$ cat src/rtl/popcount_pkg.sv
// Shared types and width helpers for the per-word ones-count pipeline.
package popcount_pkg;

  typedef enum logic {
    ACC  = 1'b0,
    DROP = 1'b1
  } acc_state_t;

  // Bits needed to hold a per-word count in the range 0..width.
  function automatic int count_width(input int width);
    return $clog2(width) + 1;
  endfunction

  // Bits needed to hold a word count in the range 1..max_words.
  function automatic int words_width(input int max_words);
    return $clog2(max_words) + 1;
  endfunction

  // Bits needed to hold a frame total up to width*max_words without wrapping.
  function automatic int total_width(input int width, input int max_words);
    return $clog2(width * max_words) + 1;
  endfunction

endpackage

$ cat src/rtl/acc_out_stage.sv
// Frame result registers with a valid/ready handshake; a new result may load
// on the same edge the current one is consumed.
module acc_out_stage #(
  parameter int CW = 4,
  parameter int WW = 9,
  parameter int AW = 12
) (
  input  logic          clk,
  input  logic          rst,
  input  logic          load,
  input  logic [AW-1:0] res_total,
  input  logic [WW-1:0] res_words,
  input  logic [CW-1:0] res_max,
  input  logic          res_over,
  input  logic          res_trunc,
  input  logic          out_ready,
  output logic          out_valid,
  output logic [AW-1:0] out_total,
  output logic [WW-1:0] out_words,
  output logic [CW-1:0] out_max,
  output logic          out_over,
  output logic          out_trunc
);

  // NOTE: sequential state uses non-blocking assignments so every register
  // samples pre-edge values regardless of statement order.
  always_ff @(posedge clk) begin
    if (rst) begin
      out_valid <= 1'b0;
      out_total <= '0;
      out_words <= '0;
      out_max   <= '0;
      out_over  <= 1'b0;
      out_trunc <= 1'b0;
    end else if (load) begin
      out_valid <= 1'b1;
      out_total <= res_total;
      out_words <= res_words;
      out_max   <= res_max;
      out_over  <= res_over;
      out_trunc <= res_trunc;
    end else if (out_ready) begin
      out_valid <= 1'b0;
    end
  end

endmodule

$ cat src/rtl/ones_frame_accumulator.sv
// Accumulates per-word ones counts into per-frame statistics, truncating
// frames longer than MAX_WORDS and dropping their remaining beats.
module ones_frame_accumulator
  import popcount_pkg::*;
#(
  parameter  int WIDTH     = 8,
  parameter  int MAX_WORDS = 256,
  localparam int CW        = count_width(WIDTH),
  localparam int WW        = words_width(MAX_WORDS),
  localparam int AW        = total_width(WIDTH, MAX_WORDS)
) (
  input  logic          clk,
  input  logic          rst,
  input  logic          in_valid,
  output logic          in_ready,
  input  logic [CW-1:0] in_count,
  input  logic          in_last,
  input  logic [AW-1:0] threshold,
  output logic          out_valid,
  input  logic          out_ready,
  output logic [AW-1:0] out_total,
  output logic [WW-1:0] out_words,
  output logic [CW-1:0] out_max,
  output logic          out_over,
  output logic          out_trunc,
  output logic          err_range
);

  acc_state_t    state, state_next;
  logic [AW-1:0] acc_total, sum_total;
  logic [WW-1:0] acc_words, sum_words;
  logic [CW-1:0] acc_max, sum_max, cnt;
  logic          over_range, accept, at_limit, close;

  assign over_range = in_count > CW'(WIDTH);
  assign cnt        = over_range ? CW'(WIDTH) : in_count;
  assign accept     = in_valid && in_ready;

  // Values the accumulators would take if this beat is accumulated.
  assign sum_total = acc_total + AW'(cnt);
  assign sum_words = acc_words + WW'(1);
  assign sum_max   = (cnt > acc_max) ? cnt : acc_max;
  assign at_limit  = sum_words == WW'(MAX_WORDS);

  always_ff @(posedge clk) begin
    if (rst) state <= ACC;
    else     state <= state_next;
  end

  // NOTE: every always_comb output gets a default first so no path leaves a
  // signal unassigned and infers a latch.
  always_comb begin
    state_next = state;
    case (state)
      ACC:     if (close && !in_last) state_next = DROP;
      DROP:    if (accept && in_last) state_next = ACC;
      default: state_next = ACC;
    endcase
  end

  always_comb begin
    in_ready = 1'b1;
    close    = 1'b0;
    case (state)
      ACC: begin
        in_ready = !out_valid || out_ready;
        close    = in_valid && in_ready && (in_last || at_limit);
      end
      default: ;
    endcase
  end

  always_ff @(posedge clk) begin
    if (rst) begin
      acc_total <= '0;
      acc_words <= '0;
      acc_max   <= '0;
    end else if (state == ACC && accept) begin
      if (close) begin
        acc_total <= '0;
        acc_words <= '0;
        acc_max   <= '0;
      end else begin
        acc_total <= sum_total;
        acc_words <= sum_words;
        acc_max   <= sum_max;
      end
    end
  end

  // Sticky across frames, including beats discarded in DROP.
  always_ff @(posedge clk) begin
    if (rst)                       err_range <= 1'b0;
    else if (accept && over_range) err_range <= 1'b1;
  end

  acc_out_stage #(
    .CW(CW),
    .WW(WW),
    .AW(AW)
  ) u_out_stage (
    .clk      (clk),
    .rst      (rst),
    .load     (close),
    .res_total(sum_total),
    .res_words(sum_words),
    .res_max  (sum_max),
    .res_over (sum_total >= threshold),
    .res_trunc(!in_last),
    .out_ready(out_ready),
    .out_valid(out_valid),
    .out_total(out_total),
    .out_words(out_words),
    .out_max  (out_max),
    .out_over (out_over),
    .out_trunc(out_trunc)
  );

endmodule

$ cat config.mk
export PLATFORM = sky130hd
export DESIGN_NAME = ones_frame_accumulator
export DESIGN_NICKNAME = d
export VERILOG_FILES = /design/src/rtl/popcount_pkg.sv /design/src/rtl/acc_out_stage.sv /design/src/rtl/ones_frame_accumulator.sv
export SDC_FILE = /design/constraint.sdc
export NUM_CORES = 1
export LEC_CHECK = 0
export CAP_MARGIN = 20
export CORE_MARGIN = 1
export CORE_UTILIZATION = 57
export DETAILED_ROUTE_END_ITERATION = 6
export GPL_ROUTABILITY_DRIVEN = 0
export PLACE_DENSITY = 0.94
export SETUP_SLACK_MARGIN = 0.2
export SKIP_LAST_GASP = 1
export SYNTH_ARGS = -nofsm -noshare
export SYNTH_HDL_FRONTEND = slang
export SYNTH_HIERARCHICAL = 1
export SYNTH_SLANG_ARGS = --single-unit
$ cat constraint.sdc
create_clock -name clk -period 5.3 [get_ports clk]
set_input_delay 1.06 -clock clk [delete_from_list [all_inputs] [get_ports clk]]
set_output_delay 1.06 -clock clk [all_outputs]
set_load 0.01 [all_outputs]
### After elaboration in Yosys (flattened, before gate mapping)

Cells that the tools add are included.

* $add $sub $neg: 2
* order comparisons: 3
* equal/unequal tests: 1
* muxes and demuxes: 12
* bitwise operators: 1
* reductions and logical operators: 12

Operators by type and width (count)
* 12-bit by 4-bit adder with 12-bit output: 1
* 12-bit >= comparator: 1
* 12-bit 2-to-1 mux: 1
* 4-bit 2-to-1 mux: 3
* 9-bit by 1-bit adder with 9-bit output (second input constant): 1
* 9-bit == test (second input constant): 1
* 9-bit 2-to-1 mux: 1
* 1-bit logical AND: 7
* 1-bit 2-to-1 mux: 6
* 4-bit greater-than comparator: 1
* 4-bit greater-than comparator (second input constant): 1
* 1-bit zero test: 2
* 1-bit logical OR: 2
* 1-bit one-hot mux with 2 select lines: 1
* 2-bit nonzero test: 1
* 1-bit inverter: 1

* register bits: 55
* output and inout bits: 30
* word-level logic and storage cells: 42

### Logic depth before layout (Yosys ltp)

* depth in word-level cells: 8
* gate-level depth with buffers: 16
* depth with buffers taken out: 16

### Modules after synthesis

The synthesis kept the hierarchy.

By module, submodules not included
* ones_frame_accumulator: instances 1, cells an instance 223, area an instance 1953.1 um^2
* acc_out_stage: instances 1, cells an instance 91, area an instance 1013.5 um^2

### Worst setup path before layout

Ideal clock, no wire load.

* path type: input port to flip-flop
* from: input port in_count[3]
* to: register u_out_stage.out_over
* library setup time: 0.117 ns
* arrival time: 3.829 ns
* required time: 5.183 ns
* path slack: 1.355 ns
* cell stages on the path: 16
* buffers on the path: 0
* cell sequence: nand2b_1 inv_1 ha_1 fa_1 a21o_1 a21oi_1 nor2_1 xor2_1 ha_1 nor2b_1 o21ai_0 a21oi_1 a2111oi_0 o21bai_1 mux2i_1 nor2_1

* longest elaborated chain between the ends: 4

Ends and longest elaborated chain
* start: declaration: line ones_frame_accumulator.sv:16 `input logic [CW-1:0] in_count,`
* 4-bit greater-than comparator: line ones_frame_accumulator.sv:35 `assign over_range = in_count > CW'(WIDTH);`
* 4-bit 2-to-1 mux *: line ones_frame_accumulator.sv:36 `assign cnt = over_range ? CW'(WIDTH) : in_count;`
* 12-bit by 4-bit adder with 12-bit output *: line ones_frame_accumulator.sv:40 `assign sum_total = acc_total + AW'(cnt);`
* named net sum_total[6]: line ones_frame_accumulator.sv:30 `logic [AW-1:0] acc_total, sum_total;`
* 12-bit >= comparator *: line ones_frame_accumulator.sv:108 `.res_over (sum_total >= threshold),`
* end signal: assignment: line acc_out_stage.sv:40 `out_over <= res_over;`
* end: declaration: line acc_out_stage.sv:21 `output logic out_over,`

Mark *: on every way through the listed nets, which the timed path passes. The rest lies on a longest branch.
A chain may end at the register's enable or synchronous reset.

### Worst setup path after layout

Ends and elaborated chain as after synthesis.

==> results.yml <==
status:
  run_status: "finished clean"
timing:
  tns_ns: 0
  setup_viol: 0
  setup_ws_ns: 0.507
  finClkSkew_ns: 0.00571
  report.final.slew_viol_count: 0
  timing.final.crit_share: 0.904
  maxSlewHeadroom: 0.305
  fmax_ghz: 0.209
  worst_pin_slew_ns: 1.04
  grt_setup_unrepaired: "false"
  hold_viol_final: 0
  period_needed_ns: 4.79
floorplan:
  core-area_um2: 4880
  initial_core_util: 0.608
  rows: 25
  dieArea_um2: 5500
  die_height_um: 74.1
  fp.dieW_um: 74.1
  io_pins: 51
power:
  p_per_area_nw_per_um2: 216
  comb_power_share: 0.138
  swShare: 0.259
  power_w: 0.000763
  p_leak_nw: 1.48
  peakVddDrop_v: 0.000148
  p_int_w: 0.000566
  p_sw_w: 0.000198
  pwr-share-clk: 0.305
  seqPwrFrac: 0.557
clocking:
  cts_setup_buffers: 0
  cts_sinks: 55
  worstSkewPairLatency_ns: 0.31
  ctsResizeCount: 0
  ctsHoldBuffers: 0
  root_buffer: "clkbuf_8"
  cts_tree: "yes"
  clk_pin_slew_ns: 0.10
  cts_max_level: 2
  ctsLongestPathBuffers: 2
  cts_inserted_buffers: 5
synthesis:
  yosysUniqueCellTypes: 45
  synthArstFlopShare: 0
  syn_inst: 314
  synth-edff-count: 0
  ys_seq_area_frac: 0.371
  synth_area_per_cell_um2: 9.45
  ys_ff_latch: 55
  syn_area_um2: 2970
  yosysWarnings: 6
  synth_fp_nets: 358
  synthFlopType: "dfxtp_1"
route:
  drt-pass1-iter-count: 4
  vias: 2445
  routedWlPerCell_um: 15.1
  viasPerCell: 5.75
  routed_wl_um: 6430
  drc: 0
  drt-initial-drc-count: 127
  ant_nets: 0
final_layout:
  layout.nets: 401
  fin_cells: 425
  antenna_cells: 0
  syn2layout_area_growth_pct: 19.1
  layout-drive-gt1-share: 0.0615
worst_setup_path:
  critPathRequiredTime_ns: 5.49
  end_kind: "register"
  timing_worst_setup_path_type: "input port to register"
  arrival_ns: 4.99
  worstPathMaxFanout: 7
  startpoint_type: "input port"
global_route:
  grt_max_degree: 36
  antenna_found_initial: 0
  grt_use_met2: 0.430
  grt.overflow.total: 0
  grt_busiest_layer: "met2"
  grt_use_met3: 0.0420
  gr-usage-met1: 0.306
  grt_first_pass_wirelength_um: 10800
  first_global_vias: 2417
  grtUsageTotal: 0.252
min_path:
  hold_class: "register to register"
place:
  dp_cells: 417
  io_buffers: 50
  pre_cts_slack_ns: 0.314
  dpl.hpwl_um: 4430
run:
  maxCapViolCount: 0
==> worst max-delay path, stage by stage <==
cell and delay (ns):
clkdlybuf4s50_1 0.61, nand2b_1 0.18, inv_1 0.07, ha_1 0.20
fa_1 0.40, a21o_1 0.19, a21oi_1 0.48, nor2_1 0.13
xor2_1 0.25, ha_1 0.29, nor2b_1 0.14, o21ai_0 0.15
a21oi_1 0.08, a2111oi_0 0.42, o21bai_1 0.13, mux2i_1 0.14
nor2_1 0.05
==> per-stage QoR <==
stage	utilization	hold slack (ns)	instance area, um2
5_1_grt	0.724	0.510	3530
3_3_place_gp	0.706	0.447	3440
4_1_cts	0.724	0.487	3530
3_5_place_dp	0.706	0.472	3440
2_1_floorplan	-	0.430	2970
6_report	0.724	0.486	3530
==> synth_stat cells, types with 2 or more instances <==
| cell | number | area [um2] |
|---|---|---|
| dfxtp_1 | 55 | 1100 |
| nor2_1 | 42 | 158 |
| mux2i_1 | 27 | 270 |
| inv_1 | 23 | 86.3 |
| ha_1 | 22 | 275 |
| a22o_1 | 19 | 166 |
| nand2_1 | 14 | 52.6 |
| xnor2_1 | 12 | 105 |
| a21oi_1 | 11 | 55.1 |
| nand3_1 | 8 | 40.0 |
| xor2_1 | 7 | 61.3 |
| a21o_1 | 6 | 45.0 |
| buf_2 | 5 | 25.0 |
| mux2_2 | 5 | 56.3 |
| nor2b_1 | 5 | 31.3 |
| o21ai_0 | 5 | 25.0 |
| clkbuf_1 | 4 | 15.0 |
| nand2b_1 | 4 | 25.0 |
| nand4_1 | 4 | 25.0 |
| buf_6 | 3 | 33.8 |
| nor3_1 | 3 | 15.0 |
| a32o_1 | 2 | 20.0 |
| and4_4 | 2 | 22.5 |
| buf_12 | 2 | 40.0 |
| o21a_1 | 2 | 15.0 |
| or2_2 | 2 | 12.5 |
| or3_1 | 2 | 12.5 |
==> state kept, by name, indices dropped and copies added (netlist names) <==
register	cells
u_out_stage/out_words	9
acc_words	9
err_range	1
u_out_stage/out_trunc	1
acc_total	12
u_out_stage/out_max	4
state	1
acc_max	4
u_out_stage/out_total	12
u_out_stage/out_valid	1
u_out_stage/out_over	1
==> final timing paths <==
kind	cells past startpoint	startpoint	slack (ns)	end
worst max register to register	14	acc_total[0]	1.77	u_out_stage/out_over
worst min register to register	2	acc_total[2]	0.49	acc_total[2]
worst max-delay path	17	in_count[3]	0.51	u_out_stage/out_over
worst min-delay path	2	acc_total[2]	0.49	acc_total[2]
==> layout by cell type (no fill, tap or decap), types with 2 or more instances in the layout <==
master,instances
nor2b_1,5
nand3_1,8
dfxtp_1,55
nand4_1,4
inv_1,23
nand2b_1,4
clkdlybuf4s50_1,50
a22o_1,19
xor2_1,7
clkbuf_8,5
a21o_1,6
o21a_1,2
a32o_1,2
nor2_1,41
clkinvlp_4,2
or2_2,2
xnor2_1,12
ha_1,22
a21oi_1,11
or3_1,2
and4_4,2
nor3_1,3
o21ai_0,5
nand2_1,14
mux2i_1,27
mux2_2,5
==> layout make-up <==
cell class,instances,area (um2)
multi-input combinational,221,1670
timing repair buffer,51,508
inverter,23,86.3
clock inverter,3,20.0
clock buffer,5,68.8
fill,381,1350
sequential,55,1100
tap,67,83.8
==> metal layers <==
layer | vias to the layer above | routed length [um]
met2 | 79 | 3200
met3 | 14 | 262
met1 | 1172 | 2820
met5 | - | 0
li1 | 1180 | -
met4 | 0 | 150
==> power groups by stage <==
| stage | clock (W) | combinational [W] | sequential (W) |
|---|---|---|---|
| global placement | 0 | 0.000101 | 0.000435 |
| global route | 0.000257 | 0.000116 | 0.000427 |
| floorplan | 0 | 0.0000662 | 0.000436 |
| finish | 0.000232 | 0.000106 | 0.000425 |
| detailed placement | 0 | 0.000105 | 0.000435 |
| CTS | 0.000236 | 0.000106 | 0.000425 |
==> logic make-up after synthesis <==
group | synth area share
AOI/OAI and AO/OA | 0.148
xor gates and xnor gates | 0.0561
adders and majority gates | 0.0995
buffers and inverters | 0.0700
DFF | 0.371
muxes | 0.110
and+or+nand+nor | 0.145
Note: power is estimated with default switching activity, not from simulation.
